<file path="src/rtl/serial_seq_tx.sv">
// Serial sequence transmitter: parallel frame in, MSB-first serial line out, one bit per bit_en.
// Optional 1-0-1 start marker before each frame when SERIAL_SEQ_TX_PREAMBLE_EN is defined.
module serial_seq_tx #(
  parameter int WIDTH = 8
) (
  input  logic             clk,
  input  logic             rst,
  input  logic             bit_en,
  input  logic             load_valid,
  input  logic [WIDTH-1:0] load_data,
  output logic             load_ready,
  output logic             data_out,
  output logic             tx_active,
  output logic             done
);

  localparam int CW = (WIDTH > 1) ? $clog2(WIDTH) : 1;
  localparam logic [CW-1:0] LAST     = CW'(WIDTH - 1);
  localparam logic [CW-1:0] PRE_LAST = CW'(WIDTH - 2);

`ifdef SERIAL_SEQ_TX_PREAMBLE_EN
  typedef enum logic [1:0] {IDLE, PRE, DATA} state_t;
  logic [1:0] pre_idx, pre_idx_n;
`else
  typedef enum logic [1:0] {IDLE, DATA} state_t;
`endif

  state_t           state, state_n;
  logic [WIDTH-1:0] shift, shift_n;
  logic [CW-1:0]    cnt, cnt_n;
  logic             data_out_n, tx_active_n, done_n, load_ready_n;

  always_ff @(posedge clk or negedge rst) begin
    if (!rst) begin
      state      <= IDLE;
      shift      <= '0;
      cnt        <= '0;
`ifdef SERIAL_SEQ_TX_PREAMBLE_EN
      pre_idx    <= '0;
`endif
      data_out   <= 1'b0;
      tx_active  <= 1'b0;
      done       <= 1'b0;
      load_ready <= 1'b1;
    end else begin
      state      <= state_n;
      shift      <= shift_n;
      cnt        <= cnt_n;
`ifdef SERIAL_SEQ_TX_PREAMBLE_EN
      pre_idx    <= pre_idx_n;
`endif
      data_out   <= data_out_n;
      tx_active  <= tx_active_n;
      done       <= done_n;
      load_ready <= load_ready_n;
    end
  end

  // tx_active doubles as "first bit already on the line": an accept without bit_en
  // parks in PRE/DATA with tx_active=0 until the next strobe emits the first bit.
  always_comb begin
    state_n      = state;
    shift_n      = shift;
    cnt_n        = cnt;
`ifdef SERIAL_SEQ_TX_PREAMBLE_EN
    pre_idx_n    = pre_idx;
`endif
    data_out_n   = data_out;
    tx_active_n  = tx_active;
    done_n       = 1'b0;
    load_ready_n = load_ready;
    case (state)
      IDLE: begin
        if (load_valid && load_ready) begin
          load_ready_n = 1'b0;
          shift_n      = load_data;
          cnt_n        = '0;
`ifdef SERIAL_SEQ_TX_PREAMBLE_EN
          state_n      = PRE;
          pre_idx_n    = '0;
          if (bit_en) begin
            data_out_n  = 1'b1;
            tx_active_n = 1'b1;
          end
`else
          state_n      = DATA;
          if (bit_en) begin
            data_out_n  = load_data[WIDTH-1];
            shift_n     = load_data << 1;
            tx_active_n = 1'b1;
          end
`endif
        end
      end
`ifdef SERIAL_SEQ_TX_PREAMBLE_EN
      PRE: begin
        if (bit_en) begin
          if (!tx_active) begin
            data_out_n  = 1'b1;
            tx_active_n = 1'b1;
          end else if (pre_idx == 2'd2) begin
            state_n    = DATA;
            data_out_n = shift[WIDTH-1];
            shift_n    = shift << 1;
            cnt_n      = '0;
          end else begin
            pre_idx_n  = pre_idx + 2'd1;
            data_out_n = (pre_idx != 2'd0);
          end
        end
      end
`endif
      DATA: begin
        if (bit_en) begin
          if (!tx_active) begin
            data_out_n  = shift[WIDTH-1];
            shift_n     = shift << 1;
            tx_active_n = 1'b1;
            cnt_n       = '0;
          end else if (cnt == LAST) begin
            state_n      = IDLE;
            data_out_n   = 1'b0;
            tx_active_n  = 1'b0;
            load_ready_n = 1'b1;
            cnt_n        = '0;
          end else begin
            data_out_n = shift[WIDTH-1];
            shift_n    = shift << 1;
            cnt_n      = cnt + CW'(1);
            done_n     = (cnt == PRE_LAST);
          end
        end
      end
      default: begin
        state_n      = IDLE;
        data_out_n   = 1'b0;
        tx_active_n  = 1'b0;
        load_ready_n = 1'b1;
      end
    endcase
  end

endmodule

</file>
<file path="config.mk">
export PLATFORM = sky130hd
export DESIGN_NAME = serial_seq_tx
export DESIGN_NICKNAME = d
export VERILOG_FILES = /design/src/rtl/serial_seq_tx.sv
export SDC_FILE = /design/constraint.sdc
export NUM_CORES = 1
export LEC_CHECK = 0
export BUFFER_PORTS_ARGS = -buffer_cell sky130_fd_sc_hd__buf_4
export CORE_MARGIN = 4
export CORE_UTILIZATION = 37
export CTS_CLUSTER_SIZE = 10
export DETAILED_ROUTE_END_ITERATION = 8
export PLACE_DENSITY = 0.57
export SYNTH_ARGS = -nofsm -noshare
export SYNTH_HDL_FRONTEND = slang
export SYNTH_SLANG_ARGS = --single-unit
</file>
<file path="constraint.sdc">
create_clock -name clk -period 5.21 [get_ports clk]
set_input_delay 1.042 -clock clk [delete_from_list [all_inputs] [get_ports clk]]
set_output_delay 1.042 -clock clk [all_outputs]
set_load 0.05 [all_outputs]
</file>
Yosys cells after proc, flatten, opt, wreduce, memory -nomap -nowiden:

Cells that the tools add are included.

* flip-flop bits (word level): 17
* input port bits: 12
* output and inout port bits: 4
* word-level logic and storage cells: 61

* add/sub/neg operators: 1
* equality and inequality tests: 9
* multiplexer cells: 37
* reduce and logical (&&, ||, !) cells: 7

Operators with widths (number)
* $mux W8: 5
* $mux W1: 18
* $pmux W8 S2: 1
* $mux W3: 4
* $ne A2 B2 Y1 const B: 5
* $mux W2: 4
* $reduce_and A4 Y1: 2
* $eq A3 B3 Y1 const B: 2
* $pmux W1 S2: 3
* $pmux W3 S2: 1
* $reduce_and A3 Y1: 2
* $pmux W2 S2: 1
* $add A3 B1 Y3 const B: 1
* $ne A3 B3 Y1 const B: 1
* $eq A2 B1 Y1 const B: 1
* $logic_not A2 Y1: 1
* $reduce_bool A2 Y1: 1
* $logic_and A1 B1 Y1: 1

Depth between registers and ports, before layout:

Gate-level depths: netlist of run 1.

* depth after elaboration: 5
* mapped depth: 5
* gate-level depth less buffers: 5

Worst setup path before layout of run 1:

Ideal clock, no wire load.

* path kind: input to register
* start: input port bit_en
* end: register shift[1]
* arrival: 1.755 ns
* data required time: 5.085 ns
* slack: 3.330 ns
* stages on the path: 4
* path buffers: 1
* cell sequence: buf_2 mux2i_1 o21ai_0 mux2_2

* longest elaborated chain between the ends: 3
* elaborated cells between the ends (all ways): 5
* those cells by class: eq/ne: 1; mux: 3; reduce/logical: 1

Ends and longest elaborated chain
* start: declaration: RTL line 8 `input logic bit_en,`
* $mux W8: RTL line 87 `if (bit_en) begin`
* $mux W8: RTL line 74 `if (load_valid && load_ready) begin`
* $pmux W8 S2: RTL line 72 `case (state)`
* end signal: assignment: RTL line 47 `shift <= shift_n;`
* end: declaration: RTL line 29 `logic [WIDTH-1:0] shift, shift_n;`

Several ways; a longest one is shown, not always the timed one. The select of a mux whose other input is x is not followed.
A chain may end at the register's enable or synchronous reset.

Worst setup path after layout of run 1:

* start: register load_ready
* end: output port load_ready

RTL lines
* start: declaration: RTL line 11 `output logic load_ready,`
* start signal: assignment: RTL line 55 `load_ready <= load_ready_n;`

No word-level cell between the ends.

==> impl_results.md, run 1 <==
* Outcome: finished, final reports clean
* Slew @ Worst Pin at between 500 and 600 ps
* Residual DRC at 0
* Synth Flop Type: dfrtp_1
* Fin nets at 113
* Reg-to-reg startpoint: state[0]
* #FFs+latches synth at 16
* Number of max-cap violations at 0
* Critical path start-end classification: flip-flop to output pin
* Vias in the first global route at ~630
* PwrDens at ~210 mW/mm²
* Total CTS buffers at 3
* Final Wtd Congestion at between 0.7 and 0.8
* Pins Over Slew Limit at 0
* Core Rows at 17
* Clk pin slew, worst setup/hold paths at ~90 ps
* Detail Route Antenna Nets at 0
* FF-to-FF setup slack at 3360 ps
* Syn Std Cell Area at ~870 µm²
* Commonest non-fill, non-tap cells in the layout: dfrtp_1 (15), buf_4 (15), nand2_1 (10), o21ai_0 (9), mux2i_1 (8)
* Detailed Routing Iterations Pass 1 at 4
* Slowest stage delay, CP at roughly 580 ps
* Rel. slew slack at 60.4%
* RSZ-0062 raised after global routing: no
* Core Region at about 0.0022 mm²
* Final min period at approximately 2100 ps
* TNS Setup at 0 ps
* Final hold slack at roughly 520 ps
* DR vias/cell at ~5.0
* Worst Path Max Fanout at 4
* Share of synthesized registers carrying an async set or reset at 100%
* Clock Skew at roughly 1.1 ps
* Avg Cell Area, Syn at between 10 and 15 µm²
* IO Count at 16
* Worst r2r path cells at 3
* Via count at between 600 and 700
* Setup crit start kind: flip-flop
* Leakage at a little over 0.5 nW
* Clk sinks at 16
* Hold buffer count at CTS at 0
* Fin. Hold Viols at 0
* Worst min path class: flip-flop to flip-flop
* Sequential fraction of the synthesis area at around 46%
* Root Driver: clkbuf_4
* Final core occ at 46.8%
* CP Capture Type: output pin
* Drt total wl at about 1600 µm
* Delay-heaviest family, CP: flip-flops
* Die width at about 56 µm
* Syn_nets at 96
* CTS tree: yes
* Multi-input gate area at 435 µm²
* Peak supply drop at 0.160 mV
* Layout cells sized above 1 at slightly above 30%
* HPWL Detailed at 1200 µm
* DIE HEIGHT at approximately 56 µm
* Bufs and invs on worst path at 1
* R2r endpoint: shift[3]
* Clock tree buffer depth at 2
* Port Buf Inserts at 15
* Critical path startpoint: load_ready
* Layout fillers at ~230
* Number of post-CTS setup repair buffers at 0
* H-tree Lvls at 1
* Crit-path cells: buf_4
* Worst-Skew Late Latency at ~280 ps
* Slowest stage cell, crit path: dfstp_2
* Post-CTS sizing at 0
* Largest net degree at the start of global routing at 24
* CP Capture Point: load_ready
* Sequential standard cell area at between 400 and 500 µm²
* F_max at around 470 MHz
* Grt total ovfl at 0
* Final setup viols at 0
* Worst Path Arrival at between 1000 and 1500 ps
* Wire per inst at 12.6 µm
* Synth cell types at 23
* First-pass GRT wire length at ~2600 µm
* DIE AREA at 0.00318 mm²
* Initial antenna violation count at 0
* Crit. path cell count at 1
* YS warnings at 0
* Area Growth Syn to Fin at 19.7%
* Initial Utilization at between 30 and 40%
* DRT iter0 DRCs at 4
* Synth Instances at 80
* Post-synth EDFFs at 0
* Worst endpoint required time at 4170 ps
* Diode count at 0
* GRT Overall Usage at 10.6%
* Period Utilization, post-route at between 40% and 50%
## routing by layer
| metal | up-vias | GRT usage (%) | share of wire (%) |
|---|---|---|---|
| met3 | 2 | 4.14 | 3.8 |
| met2 | 11 | 16.2 | 47 |
| met4 | 0 | 2.03 | 0.83 |
| met1 | 291 | 14.2 | 49 |
| li1 | 313 | - | - |
| met5 | - | 0 | 0 |
## flip-flops by register name (all words and copies together) (netlist names)
signal and count:
state 1, tx_active 1, cnt 3, load_ready 1, shift 8, done 1, data_out 1
## area by class of cell
cell class	instances	share of cell area, %
tap	28	3.38
multi-input combinational	57	42.0
sequential	16	38.8
clock buffer	4	3.50
inverter	4	1.45
timing repair buffer	15	10.9
## synthesized netlist by cell type (all sizes together), types with 2 or more instances
cell	n	area share [%]
a21oi	4	2.3
mux2i	8	9.2
nor2b	2	1.4
buf	2	1.2
o21ai	10	7.1
ha	4	5.8
inv	4	1.7
dfrtp	15	43
nand3	3	1.7
mux2	7	9.1
nand2	10	4.3
## worst min path at each step
stage               end  slack, ps  startpoint  cells past startpoint
6_report       shift[2]        520    shift[2]                      1
5_1_grt        shift[3]        540    shift[3]                      1
4_1_cts        shift[2]        530    shift[2]                      1
3_5_place_dp   shift[2]        500    shift[2]                      1
3_3_place_gp   shift[6]        490    shift[6]                      1
2_1_floorplan  shift[5]        480    shift[5]                      1
## stage by stage
step	setup WS, ps	total power, W	cell area (µm²)	std cells
3_3_place_gp	3000	0.000144	1000	120
5_1_grt	3060	0.000233	1040	124
2_1_floorplan	3330	0.000133	866	80
6_report	3090	0.000222	1040	124
3_5_place_dp	2970	0.000144	1000	120
4_1_cts	3080	0.000227	1040	124
## logic make-up (layout without fill, tap and decap cells)
logic type	count (synthesis)	after routing	share of synthesized area, %
simple gates	20	20	13.0
compound gates	18	18	13.2
flops	16	16	46.4
mux	15	15	18.4
buf+inv	7	23	3.32
fa+ha+maj	4	4	5.78
## where the power goes
part	switching, W	internal [W]	total, W
clock network	0.0000386	0.0000425	0.0000812
registers	0	0.000124	0.000124
logic	0.00000807	0.00000912	0.0000172
No activity file was read; power rests on OpenSTA's default activity.
==> run 2: changes to the inputs <==
--- a/config.mk
+++ b/config.mk
@@ -5,6 +5,7 @@
 export SDC_FILE = /design/constraint.sdc
 export NUM_CORES = 1
 export LEC_CHECK = 0
+export ABC_AREA = 1
 export BUFFER_PORTS_ARGS = -buffer_cell sky130_fd_sc_hd__buf_4
 export CORE_MARGIN = 4
 export CORE_UTILIZATION = 37
==> constraint.sdc (replaced) <==
create_clock -name clk -period 2 [get_ports clk]
set_input_delay 0.4 -clock clk [delete_from_list [all_inputs] [get_ports clk]]
set_output_delay 0.4 -clock clk [all_outputs]
set_load 0.05 [all_outputs]
==> impl_results.md, run 2 <==
* Crit-path cells: buf_4
* Outcome: finished, final reports clean
* Rel. slew slack at just over 80%
* Wire per inst at 10.8 µm
* Residual DRC at 0
* DIE HEIGHT at 57.6 µm
* First-pass GRT wire length at around 3400 µm
* Sequential share of power at around two fifths
* Main area contributors after synthesis: dfrtp_1 (41%), nand2_1 (29%), nand3_1 (6.6%)
* Die width at about 58 µm
* Period Utilization, post-route at 72.4%
* Clk pin slew, worst setup/hold paths at about 100 ps
* Reg-to-reg startpoint: cnt[1]
* Worst Path Max Fanout at 4
* Post-CTS sizing at 0
* Final min period at about 1400 ps
* Largest register FFs at 8
* Logic pwr share at roughly two fifths
* FF-to-FF setup slack at about 600 ps
* Total CTS buffers at 3
* Initial antenna violation count at 0
* Synth cell types at 15
* Worst min-delay path startpoint: load_valid
* Clock share of power at about 18%
* Worst min path class: primary input to flip-flop
* Fin. Hold Viols at 0
* Core Region at between 0.002 and 0.0025 mm²
* Final setup viols at 0
* Synth Flop Type: dfrtp_1
* Largest net degree at the start of global routing at 17
* TNS Setup at 0 ps
* Detail Route Antenna Nets at 0
* Delay-heaviest family, CP: flip-flops
* Top cell type by total area after synthesis: dfrtp_1
* Worst Path Arrival at about 1100 ps
* Final setup margin at approximately 550 ps
* HPWL Detailed at between 1000 and 1500 µm
* Number of max-cap violations at 0
* Setup crit start kind: flip-flop
* F_max at ~690 MHz
* PwrDens at about 1100 mW/mm²
* Diode count at 0
* WHS Path Cells at 4
* Commonest non-fill, non-tap cells in the layout: nand2_1 (70), buf_4 (16), dfrtp_1 (15), inv_1 (14), nand3_1 (12)
* DR vias/cell at 4.64
* Bufs and invs on worst path at 1
* Root Driver: clkbuf_4
* CP Capture Type: output pin
* YS warnings at 0
* Slew @ Worst Pin at roughly 290 ps
* Leakage at between 0.6 and 0.7 nW
* #FFs+latches synth at 16
* Initial Utilization at between 30% and 40%
* Post-synth EDFFs at 0
* Pins Over Slew Limit at 0
* Critical path startpoint: load_ready
* Biggest register: shift
* IO Count at 16
* Drt total wl at approximately 1900 µm
* Sw Pwr at roughly 0.0005 W
* Syn_nets at 146
* DIE AREA at roughly 0.0033 mm²
* Final Wtd Congestion at around 0.75
* Port Buf Inserts at 15
* RSZ-0062 raised after global routing: no
* Core Rows at 17
* Critical path start-end classification: flip-flop to output pin
* Worst r2r path cells at 6
* Detailed Routing Iterations Pass 1 at 4
* CTS tree: yes
* Top-area cell type share of the netlist area at about two fifths
* Clk sinks at 16
* Peak supply drop at approximately 0.65 mV
* GRT Overall Usage at roughly 13%
* Sequential fraction of the synthesis area at around 44%
* Syn Std Cell Area at 908 µm²
* Area Growth Syn to Fin at 21.1%
* Worst-Skew Late Latency at approximately 290 ps
* DRT iter0 DRCs at 12
* Avg Cell Area, Syn at between 6 and 7 µm²
* Most frequent cell after synthesis: nand2_1
* Synth top cells by count: nand2_1 (70), dfrtp_1 (15), inv_1 (14), nand3_1 (12)
* Clock tree buffer depth at 2
* Layout cells sized above 1 at between 15 and 20%
* Worst endpoint required time at 1600 ps
* Via count at roughly 820
* Fin nets at between 150 and 200
* Setup WS pre-CTS at just over 600 ps
* Crit. path cell count at 1
* H-tree Lvls at 1
* Synth Instances at 130
* Slowest stage cell, crit path: dfstp_2
* Commonest non-fill, non-tap cell in the layout: nand2_1
* Clock Skew at 1.07 ps
* Vias in the first global route at between 700 and 800
* Largest regs: shift: 8 flops, cnt: 3 flops
* Share of synthesized registers carrying an async set or reset at 100%
* Switching share of power at between 40% and 50%
* Slowest stage delay, CP at around 560 ps
* Pint at slightly above 0.0007 W
* Grt total ovfl at 0
run 2: cell types whose count changed after synthesis, sizes merged, moves of 2 or more:
cell | before | now
a21oi | 4 | 0
inv | 4 | 15
mux2 | 7 | 0
mux2i | 8 | 0
nand2 | 10 | 72
nand3 | 3 | 12
nor2 | 0 | 2
nor2b | 2 | 0
o21ai | 10 | 4
run 2: through the flow:
step / hold WS, ps / std cells / instance area [µm²] / total power (W) / utilization (%)
6_report: 362 / 177 / 1100 / 0.00124 / 48.3
5_1_grt: 378 / 177 / 1100 / 0.00135 / 48.3
4_1_cts: 359 / 177 / 1100 / 0.00125 / 48.3
3_5_place_dp: 272 / 172 / 1050 / 0.00103 / 46.3
3_3_place_gp: 270 / 172 / 1050 / 0.00102 / 46.3
2_1_floorplan: 104 / 130 / 908 / 0.000880 / -
run 2: layer usage:
metal / track usage [%] / part of all wire [%] / vias up
met5: 0 / 0 / -
met4: 4.97 / 1.2 / 0
met3: 3.62 / 6.3 / 4
met2: 17.1 / 43 / 19
met1: 19.2 / 49 / 363
li1: - / - / 435
run 2: repair_timing:
action | CTS | global route
endpoints found under the hold margin | 15 | 0
setup endpoints to repair | 0 | 0
hold buffers | 1 | 0
setup buffers | 0 | 0
run 2: worst paths after layout:
| check | end |
|---|---|
| worst max-delay path | load_ready |
| worst min-delay path | load_ready |
| worst max register to register | shift[7] |
| worst min register to register | shift[1] |
| max in group asynchronous | load_ready |
| min in group asynchronous | done |
run 2: logic make-up after synthesis:
kind of cell,after synthesis,synth area share (%)
DFF,16,44.2
AOI/OAI and AO/OA,6,3.86
adders and majority gates,4,5.51
and+or+nand+nor,87,39.1
buffers and inverters,17,7.30
run 2: power by group through the flow:
stage,sequential [W],combinational (W),clock [W]
2_1_floorplan,0.000582,0.000298,0
3_3_place_gp,0.000524,0.000500,0
3_5_place_dp,0.000521,0.000509,0
4_1_cts,0.000517,0.000512,0.000225
5_1_grt,0.000534,0.000580,0.000240
6_report,0.000517,0.000506,0.000218
run 2: layout make-up:
class                   instances  area [µm²]
well taps                      28        35.0
multi-input cells              97         440
repair buffers                 17         130
clock buffers                   4        36.3
fillers                       237        1180
inverters                      15        56.3
flip-flops and latches         16         402
==> run 3: changes to the inputs <==
--- a/config.mk
+++ b/config.mk
@@ -5,13 +5,13 @@
 export SDC_FILE = /design/constraint.sdc
 export NUM_CORES = 1
 export LEC_CHECK = 0
-export ABC_AREA = 1
+export ABC_AREA = 0
 export BUFFER_PORTS_ARGS = -buffer_cell sky130_fd_sc_hd__buf_4
 export CORE_MARGIN = 4
 export CORE_UTILIZATION = 37
 export CTS_CLUSTER_SIZE = 10
 export DETAILED_ROUTE_END_ITERATION = 8
-export PLACE_DENSITY = 0.57
+export PLACE_DENSITY = 0.59
 export SYNTH_ARGS = -nofsm -noshare
 export SYNTH_HDL_FRONTEND = slang
 export SYNTH_SLANG_ARGS = --single-unit
==> constraint.sdc (replaced) <==
create_clock -name clk -period 1.2 [get_ports clk]
set_input_delay 0.24 -clock clk [delete_from_list [all_inputs] [get_ports clk]]
set_output_delay 0.24 -clock clk [all_outputs]
set_load 0.05 [all_outputs]
==> impl_results.md, run 3 (synthesis gave the netlist of run 1 again) <==
* Final setup viols at 16
* Detailed Routing Iterations Pass 1 at 4
* DRT iter0 DRCs at 8
* PwrDens at 734 mW/mm²
* FF-to-FF setup slack at -370 ps
* Crit. path cell count at 6
* Crit-path cells: ha_4 > ha_4 > and2_4 > o21ai_4 > buf_12 > mux2_4
* Drt total wl at roughly 1800 µm
* Final min period at 1570 ps
* Slowest stage delay, CP at 420 ps
* Clock share of power at a little under two fifths
* Critical path start-end classification: flip-flop to flip-flop
* Wire per inst at around 13 µm
* Layout fillers at 196
* Bufs and invs on worst path at 1
* Commonest non-fill, non-tap cells in the layout: buf_4 (25), dfrtp_1 (15), nand2_1 (9), mux2i_1 (8), o21ai_0 (8)
* Core Rows at 17
* Core Region at 0.00221 mm²
* Reg-to-reg startpoint: cnt[0]
* F_max at ~640 MHz
* Fin nets at ~130
* Outcome: finished, violations left
* H-tree Lvls at 1
* HPWL Detailed at roughly 1400 µm
* IO Count at 16
* Area Growth Syn to Fin at 55.8%
* CTS tree: yes
* Final Wtd Congestion at 0.781
* Delay-heaviest family, CP: flip-flops
* Grt total ovfl at 0
* Rel. slew slack at 81.5%
* Final core occ at approximately three fifths
* Critical path startpoint: cnt[0]
* Pint at 0.000773 W
* Layout cells sized above 1 at between 50 and 60%
* Worst endpoint required time at between 1000 and 1500 ps
* CP Capture Type: flip-flop
* Largest net degree at the start of global routing at 17
* Period Utilization, post-route at 131%
* Sequential standard cell area at between 400 and 500 µm²
* RSZ-0062 raised after global routing: yes
* R2r endpoint: shift[2]
* Switching share of power at between 20% and 30%
* DIE AREA at between 0.003 and 0.004 mm²
* Leakage at 0.635 nW
* Largest register FFs at 8
* Detail Route Antenna Nets at 0
* Setup crit start kind: flip-flop
* DIE HEIGHT at about 56 µm
* Clock Skew at between 0.7 and 0.8 ps
* Pins Over Slew Limit at 0
* Final setup margin at -372 ps
* DR vias/cell at a little over 5
* CP Capture Point: shift[2]
* Multi-input gate area at ~560 µm²
* Diode count at 0
* Worst Path Arrival at between 1500 and 2000 ps
* Root Driver: clkbuf_4
* Largest regs: shift: 8 flops, cnt: 3 flops
* Peak supply drop at about 0.51 mV
* Clk sinks at 16
* Total CTS buffers at 3
* Worst Path Max Fanout at 8
* Initial Utilization at about two fifths
* Biggest register: shift
* Worst min path class: primary input to flip-flop
* Port Buf Inserts at 15
* First-pass GRT wire length at around 3300 µm
* Clock tree buffer depth at 2
* Vias in the first global route at 702
* Slew @ Worst Pin at 277 ps
* Setup WS pre-CTS at -418 ps
* Initial antenna violation count at 0
* GRT Overall Usage at 13.5%
* Sequential share of power at 54.4%
* Die width at ~56 µm
* Fin. Hold Viols at 0
* Number of max-cap violations at 0
* Residual DRC at 0
* Failing checks: negative setup slack
* Clk pin slew, worst setup/hold paths at 100 ps
* Cell repeated most along the worst path: ha_4
* Commonest non-fill, non-tap cell in the layout: buf_4
* Slowest stage cell, crit path: dfrtp_1
* Worst-Skew Late Latency at 290 ps
* Sw Pwr at around 0.00022 W
* Logic pwr share at slightly below 9%
* Worst r2r path cells at 6
* Via count at about 710
## run 3: cell types whose count changed in the layout (fill, tap and decap cells not counted), moves of 4 or more
cell	previous run	this run
buf_4	16	25
inv_1	14	4
mux2_4	0	7
o21ai_0	4	8
nand3_1	12	3
mux2i_1	0	8
nand2_1	70	9
## run 3: worst reg2reg max path, stage by stage (launching register included)
cell and delay (ps):
dfrtp_1 420, ha_4 180, ha_4 160, and2_4 130, o21ai_4 130, buf_12 150
mux2_4 290
## run 3: layout make-up
| class | count | share of cell area (%) |
|---|---|---|
| Multi-Input combinational cell | 57 | 41.2 |
| Sequential cell | 16 | 30.1 |
| Timing Repair Buffer | 33 | 22.4 |
| Clock buffer | 4 | 2.69 |
| Tap cell | 28 | 2.60 |
| Inverter | 4 | 1.11 |
## run 3: metrics by stage
step	setup TNS [ps]	instance area, µm²	total power (W)	cells	hold WS [ps]
2_1_floorplan	-3240	917	0.000580	80	-55.6
3_3_place_gp	-3120	1180	0.000634	134	112
3_5_place_dp	-3350	1180	0.000635	134	114
4_1_cts	-3390	1310	0.000997	140	129
5_1_grt	-4150	1350	0.00104	142	103
6_report	-3300	1350	0.000990	142	119
## run 3: worst min-delay path by stage
stage,startpoint,endpoint,slack (ps),depth (start not counted)
finish,load_valid,load_ready,120,2
global placement,rst,state[0],110,1
global route,load_valid,load_ready,100,2
floorplan,rst,cnt[0],-60,0
detailed placement,rst,state[0],110,1
CTS,load_valid,load_ready,130,2
## run 3: power groups by stage
stage / Clock, W / Combinational, W / Sequential [W]
2_1_floorplan: 0 / 0.0000305 / 0.000549
3_3_place_gp: 0 / 0.0000851 / 0.000549
3_5_place_dp: 0 / 0.0000863 / 0.000549
4_1_cts: 0.000369 / 0.0000892 / 0.000539
5_1_grt: 0.000403 / 0.0000980 / 0.000539
6_report: 0.000363 / 0.0000878 / 0.000539
## run 3: layer usage
metal	track usage [%]	share of wire, %
met4	5.08	0.88
met5	0	0
met1	18.7	48
met3	3.45	4.4
met2	20.0	46
## run 3: repair_timing
action | CTS | global route
endpoints found under the hold margin | 15 | 0
setup endpoints to repair | 16 | 18
pin swaps | 5 | 4
buffers inserted | 1 | 3
hold buffers | 1 | 0
resized for setup | 14 | 7
